===== src/rtl/program_loader.sv =====
// Debug-side loader: assembles big-endian received bytes into instruction words and
// writes them to consecutive fetch-memory addresses until HALT or the memory is full.
module program_loader #(
  parameter int                 NB_INST   = 32,
  parameter int                 NB_ADDR   = 10,
  parameter int                 MEM_DEPTH = 1024,
  parameter logic [NB_INST-1:0] HALT_WORD = 32'hFC000000
) (
  input  logic               i_clk,
  input  logic               i_reset,
  input  logic               i_start,
  input  logic [7:0]         i_rx_data,
  input  logic               i_rx_valid,
  output logic               o_debug_unit,
  output logic               o_mem_wen,
  output logic               o_mem_ren,
  output logic [NB_INST-1:0] o_mem_data,
  output logic [NB_ADDR-1:0] o_wr_addr,
  output logic               o_done,
  output logic               o_overflow
);

  typedef enum logic [2:0] {
    S_IDLE,
    S_RECV,
    S_WRITE,
    S_DONE,
    S_ERROR
  } state_t;

  localparam logic [NB_ADDR-1:0] LAST_ADDR = NB_ADDR'(MEM_DEPTH - 1);

  state_t             state_q,   state_d;
  logic [1:0]         cnt_q,     cnt_d;
  logic [NB_INST-1:0] shift_q,   shift_d;
  logic [NB_INST-1:0] data_q,    data_d;
  logic [NB_ADDR-1:0] addr_q,    addr_d;
  logic [NB_ADDR-1:0] wr_addr_q, wr_addr_d;

  always_ff @(posedge i_clk) begin
    if (i_reset) begin
      state_q   <= S_IDLE;
      cnt_q     <= '0;
      shift_q   <= '0;
      data_q    <= '0;
      addr_q    <= '0;
      wr_addr_q <= '0;
    end else begin
      state_q   <= state_d;
      cnt_q     <= cnt_d;
      shift_q   <= shift_d;
      data_q    <= data_d;
      addr_q    <= addr_d;
      wr_addr_q <= wr_addr_d;
    end
  end

  always_comb begin
    state_d   = state_q;
    cnt_d     = cnt_q;
    shift_d   = shift_q;
    data_d    = data_q;
    addr_d    = addr_q;
    wr_addr_d = wr_addr_q;

    if (i_start) begin
      // Start wins over any byte in the same cycle and discards a partial word.
      state_d = S_RECV;
      addr_d  = '0;
      cnt_d   = '0;
      shift_d = '0;
    end else begin
      unique case (state_q)
        S_RECV: begin
          if (i_rx_valid) begin
            shift_d = {shift_q[NB_INST-9:0], i_rx_data};
            if (cnt_q == 2'd3) begin
              data_d    = {shift_q[NB_INST-9:0], i_rx_data};
              wr_addr_d = addr_q;
              cnt_d     = '0;
              state_d   = S_WRITE;
            end else begin
              cnt_d = cnt_q + 2'd1;
            end
          end
        end
        S_WRITE: begin
          // A byte landing during the write becomes the MSB of the next word.
          if (i_rx_valid) begin
            shift_d = {{(NB_INST-8){1'b0}}, i_rx_data};
            cnt_d   = 2'd1;
          end
          if (data_q == HALT_WORD) begin
            state_d = S_DONE;
          end else if (addr_q == LAST_ADDR) begin
            state_d = S_ERROR;
          end else begin
            state_d = S_RECV;
            addr_d  = addr_q + 1'b1;
          end
        end
        default: ;
      endcase
    end
  end

  assign o_debug_unit = (state_q == S_RECV) || (state_q == S_WRITE);
  assign o_mem_ren    = ~o_debug_unit;
  assign o_mem_wen    = (state_q == S_WRITE);
  assign o_mem_data   = data_q;
  assign o_wr_addr    = wr_addr_q;
  assign o_done       = (state_q == S_DONE);
  assign o_overflow   = (state_q == S_ERROR);

endmodule


===== config.mk =====
export PLATFORM = sky130hd
export DESIGN_NAME = program_loader
export DESIGN_NICKNAME = d
export VERILOG_FILES = /design/src/rtl/program_loader.sv
export SDC_FILE = /design/constraint.sdc
export NUM_CORES = 1
export LEC_CHECK = 0
export ABC_AREA = 1
export CORE_ASPECT_RATIO = 1.5
export CORE_MARGIN = 1
export CORE_UTILIZATION = 47
export CTS_CLUSTER_SIZE = 20
export DETAILED_ROUTE_END_ITERATION = 16
export PLACE_DENSITY = 0.81
export REMOVE_ABC_BUFFERS = 1
export SLEW_MARGIN = 30
export SYNTH_ARGS = -nofsm -noshare
export SYNTH_HDL_FRONTEND = slang
export SYNTH_SLANG_ARGS = --single-unit

===== constraint.sdc =====
create_clock -name i_clk -period 1.4 [get_ports i_clk]
set_input_delay 0.14 -clock i_clk [delete_from_list [all_inputs] [get_ports i_clk]]
set_output_delay 0.14 -clock i_clk [all_outputs]
set_load 0.1 [all_outputs]

======== Word level (Yosys, flattened, before mapping) ========
Index checks and enable logic that the tools add are counted.
word-level totals
  input port bits ......................... 12
  logic and storage cells ................. 47
  output and inout bits ................... 47
  bits in registers ....................... 81
cells by class
  reduce and logical (&&, ||, !) cells .... 9
  add/sub/neg operators ................... 2
  bitwise operators ....................... 4
  multiplexer cells ....................... 13
  equal/unequal tests ..................... 12
operators with widths
  kind                     count
  $mux W24                 2
  $pmux W24 S2             1
  $eq A32 B32 Y1 const B   1
  $mux W3                  4
  $reduce_and A3 Y1        4
  $add A10 B1 Y10 const B  1
  $eq A10 B10 Y1 const B   1
  $eq A3 B2 Y1 const B     2
  $mux W2                  3
  $ne A2 B2 Y1 const B     3
  $ne A3 B3 Y1 const B     2
  $pmux W3 S2              1
  $not A1 Y1               4
  $pmux W2 S2              1
  $reduce_and A4 Y1        1
  $eq A3 B1 Y1 const B     1
  $eq A3 B3 Y1 const B     1
  $reduce_bool A3 Y1       1
  $add A2 B1 Y2 const B    1
  $eq A2 B2 Y1 const B     1
  $reduce_bool A2 Y1       1
  $reduce_or A2 Y1         1
  $logic_or A1 B1 Y1       1
  $mux W1                  1

======== Depth between registers and ports, before layout ========
  depth in word-level cells ............... 5
  gate-level depth with buffers ........... 11
  mapped depth without buffers ............ 10

======== Worst setup path after synthesis ========
Ideal clock, no wire load.
  path kind ............................... reg-to-output
  start ................................... reg state_q[2]
  end ..................................... out o_overflow
  arrival time ............................ 2482 ps
  buffers on the path ..................... 0
  required time ........................... 1260 ps
  slack ................................... -1222 ps
  cell stages (with the launch flop) ...... 3
  path through ............................ dfxtp_1 inv_1 nor3_1
on the way
  word-level cells in the longest chain between the ends .. 1
ends and longest elaborated chain
  what                    line  source
  from (decl)             33    state_t state_q, state_d;
  from (signal assigned)  49    state_q <= state_d;
  $eq A3 B3 Y1            113   assign o_overflow = (state_q == S_ERROR);
  to (decl)               20    output logic o_overflow
Every way passes these cells.

======== Worst setup path in the final report ========
  start ................................... reg state_q[1]
  end ..................................... reg shift_q[11]
on the way
  word-level cells in the longest chain between the ends .. 3
ends and longest elaborated chain
  what                                                                 line  source
  $eq A3 B2 Y1 or $eq A3 B1 Y1 (tied branches)                         73    unique case (state_q)
  $ne A2 B2 Y1 (no source line) or $reduce_bool A2 Y1 (tied branches)  -
  $reduce_and A3 Y1 (no source line)                                   -
  to (signal assigned)                                                 51    shift_q <= shift_d;
  to (decl)                                                            35    logic [NB_INST-1:0] shift_q, shift_d;
Several ways; a longest one is shown, not always the timed one.
A chain may end at the register's enable or synchronous reset.

==> impl_metrics.json <==
{
  "drt-met1-wl_um": 4900,
  "grt_max_degree": 56,
  "critPathRequiredTime_ns": 1.69,
  "worstReg2RegStart": "state_q[1]$_SDFFE_PP0P_",
  "finalNetCount": 596,
  "crit_chain": "nor3_4, inv_2, nand2_4, buf_6, nand2_8, clkinv_8, buf_12, buf_16, nand3_4, a21oi_2",
  "drive_above_1_share": 0.480,
  "synth_seq_cells": 81,
  "setup_ws_ns": -0.259,
  "ir_drop_v": 0.000771,
  "critPathLaunchType": "register",
  "clock_skew_ns": 0.0129,
  "relSlewSlack": 0.683,
  "grt_usage": 0.282,
  "core_area_um2": 6900,
  "rsz0062_at_grt": "true",
  "power.total_mw": 4.73,
  "rrSetupSlack_ns": -0.26,
  "r2r_end": "shift_q[11]$_SDFFE_PP0P_",
  "die_y_um": 106,
  "first_pass_iters": 13,
  "antenna_found_initial": 0,
  "synth_warnings": 0,
  "hold_end": "state_q[0]$_SDFFE_PP0P_",
  "cts_made_buffers": 9,
  "wl_met2_um": 7630,
  "cp.arrival_ns": 1.94,
  "ys_seq_area_frac": 0.481,
  "holdWs_ns": 0.379,
  "antenna_left": 0,
  "hp-start": "i_reset",
  "end_kind": "register",
  "worst_path_max_delay_cell": "dfxtp_4",
  "ys_types": 28,
  "synth-simple-area-share": 0.244,
  "die_w_um": 71.1,
  "finalCriticalPeriod_ns": 1.66,
  "start_util": 0.489,
  "r2r_cells": 10,
  "diodes": 0,
  "route.detailed.drc": 1,
  "synthMuxAreaShare": 0,
  "grt_pass1_wl_um": 16500,
  "rows": 37,
  "drtIter0Drc": 451,
  "htreeDepth": 3,
  "vias_per_cell": 6.15,
  "cts.sinks": 81,
  "hold_path_class": "in -> reg",
  "gp_congestion": 0.896,
  "violations": "design-rule violations, negative setup slack",
  "dieArea_um2": 7520,
  "first_global_vias": 3547,
  "avgSynthCellArea_um2": 7.56,
  "worst_pin_slew_ns": 0.472,
  "final_util": 0.878,
  "synth-compound-area-share": 0.177,
  "finalSetupViolCount": 84,
  "dp.cells": 621,
  "cts_max_path_buffers": 2,
  "fin_crit_sh": 1.19,
  "post-place-ws_ns": -0.0670,
  "synth_xor_area_frac": 0.00780,
  "tns_ns": -10.07,
  "placed_cell_area_um2": 4930,
  "area_growth_pct": 79.7,
  "fmax_ghz": 0.603,
  "powerDensity_nw_per_um2": 781,
  "finalInstanceArea_um2": 6060,
  "slew_violations": 0,
  "hold_viol_final": 0,
  "dpl.hpwl_um": 6180,
  "hold_path_depth": 2,
  "root_buffer": "clkbuf_8",
  "clkLatencyLatePin_ns": 0.37,
  "status": "complete, but fails checks",
  "cts_tree": "yes",
  "io_pins": 59,
  "p_leak_nw": 2.34,
  "slowest_delay_ns": 0.38,
  "portBuffers": 58,
  "num_vias": 4089,
  "synth_top_family_by_area": "simple AND/OR/NAND/NOR gates",
  "synthAdderAreaFrac": 0.00742,
  "crit_path_max_fanout": 6,
  "path_clk_slew_ns": 0.09,
  "drv_cap": 0,
  "wl_met3_um": 1050,
  "crit_type": "reg -> reg",
  "synth_area_um2": 3370,
  "grt-ovfl-total": 0,
  "wl_um": 14900,
  "synth_cells": 446,
  "fin_cells": 665,
  "wl_per_cell_um": 22.4,
  "route.top_layer_used": "met4"
}
==> sequential cells by signal, indices dropped and copies added (netlist names) <==
register,flops
o_mem_data,32
shift_q,24
addr_q,10
o_wr_addr,10
state_q,3
cnt_q,2
==> area by class of cell <==
| class | count | area (µm²) |
|---|---|---|
| Multi-Input combinational cell | 301 | 1970 |
| Timing Repair Buffer | 148 | 1950 |
| Sequential cell | 81 | 1650 |
| Fill cell | 273 | 840 |
| Inverter | 41 | 169 |
| Clock buffer | 10 | 128 |
| Tap cell | 78 | 97.6 |
| Clock inverter | 6 | 92.6 |
==> how the worst max path moves through the flow <==
stage | start | to
after detailed placement | o_mem_data[28]$_SDFFE_PP0P_ | addr_q[2]$_SDFFE_PP0P_
final | state_q[1]$_SDFFE_PP0P_ | shift_q[11]$_SDFFE_PP0P_
after floorplan | state_q[2]$_SDFFE_PP0P_ | o_overflow
after CTS | state_q[0]$_SDFFE_PP0P_ | o_mem_ren
after global placement | i_start | o_wr_addr[1]$_SDFFE_PP0P_
after global routing | state_q[1]$_SDFFE_PP0P_ | o_wr_addr[9]$_SDFFE_PP0P_
==> routing by layer <==
metal,global-route usage,vias up
met1,0.301,1905
li1,-,1740
met3,0.0440,125
met4,0.156,0
met2,0.516,319
met5,0,-
==> kinds of logic after synthesis <==
family	after synthesis
and+or+nand+nor	182
AOI/OAI and AO/OA	113
DFF	81
buffers and inverters	65
xor gates and xnor gates	3
adders and majority gates	2
==> critical path: cells and delay by family (launching register included) <==
| kind | cells | cell delay [ns] |
|---|---|---|
| AOI/OAI and AO/OA | 1 | 0.20 |
| DFF | 1 | 0.38 |
| and+or+nand+nor | 4 | 0.48 |
| buffers and inverters | 5 | 0.52 |
==> synthesized netlist by cell type (all sizes together) <==
library cell / number / area [µm²]
inv: 39 / 146
buf: 14 / 88.8
nand2: 77 / 312
clkbuf: 10 / 37.5
nor2: 66 / 263
and2: 1 / 6.26
a21oi: 60 / 330
nor3: 3 / 26.3
ha: 2 / 25.0
nand3b: 1 / 7.51
nand3: 24 / 138
o21ai: 53 / 265
clkinv: 2 / 8.75
nand4: 10 / 68.8
xor2: 3 / 26.3
dfxtp: 81 / 1620
==> power by group <==
group	internal (mW)	switching (mW)	total, mW
sequential	2.31	0.0164	2.32
clock	1.01	0.977	1.99
combinational	0.180	0.239	0.419
==> repair_timing <==
| item | CTS | global route |
|---|---|---|
| gates resized for setup | 34 | 165 |
| buffers inserted | 5 | 17 |
| endpoints found under the setup margin | 27 | 86 |
| hold buffers | 0 | 0 |
| pin swaps | 10 | 53 |
| cloned | 2 | 5 |
==> placed cells by master, fill, tap and decap left out, drive strengths merged, types with 4 or more instances in the layout <==
master and instances:
a21oi 60, buf 135, clkbuf 12, clkdlybuf4s50 11, clkinv 4, dfxtp 81
inv 39, nand2 77, nand3 25, nand4 10, nor2 66, o21ai 53
(Power assumes the default switching activity.)
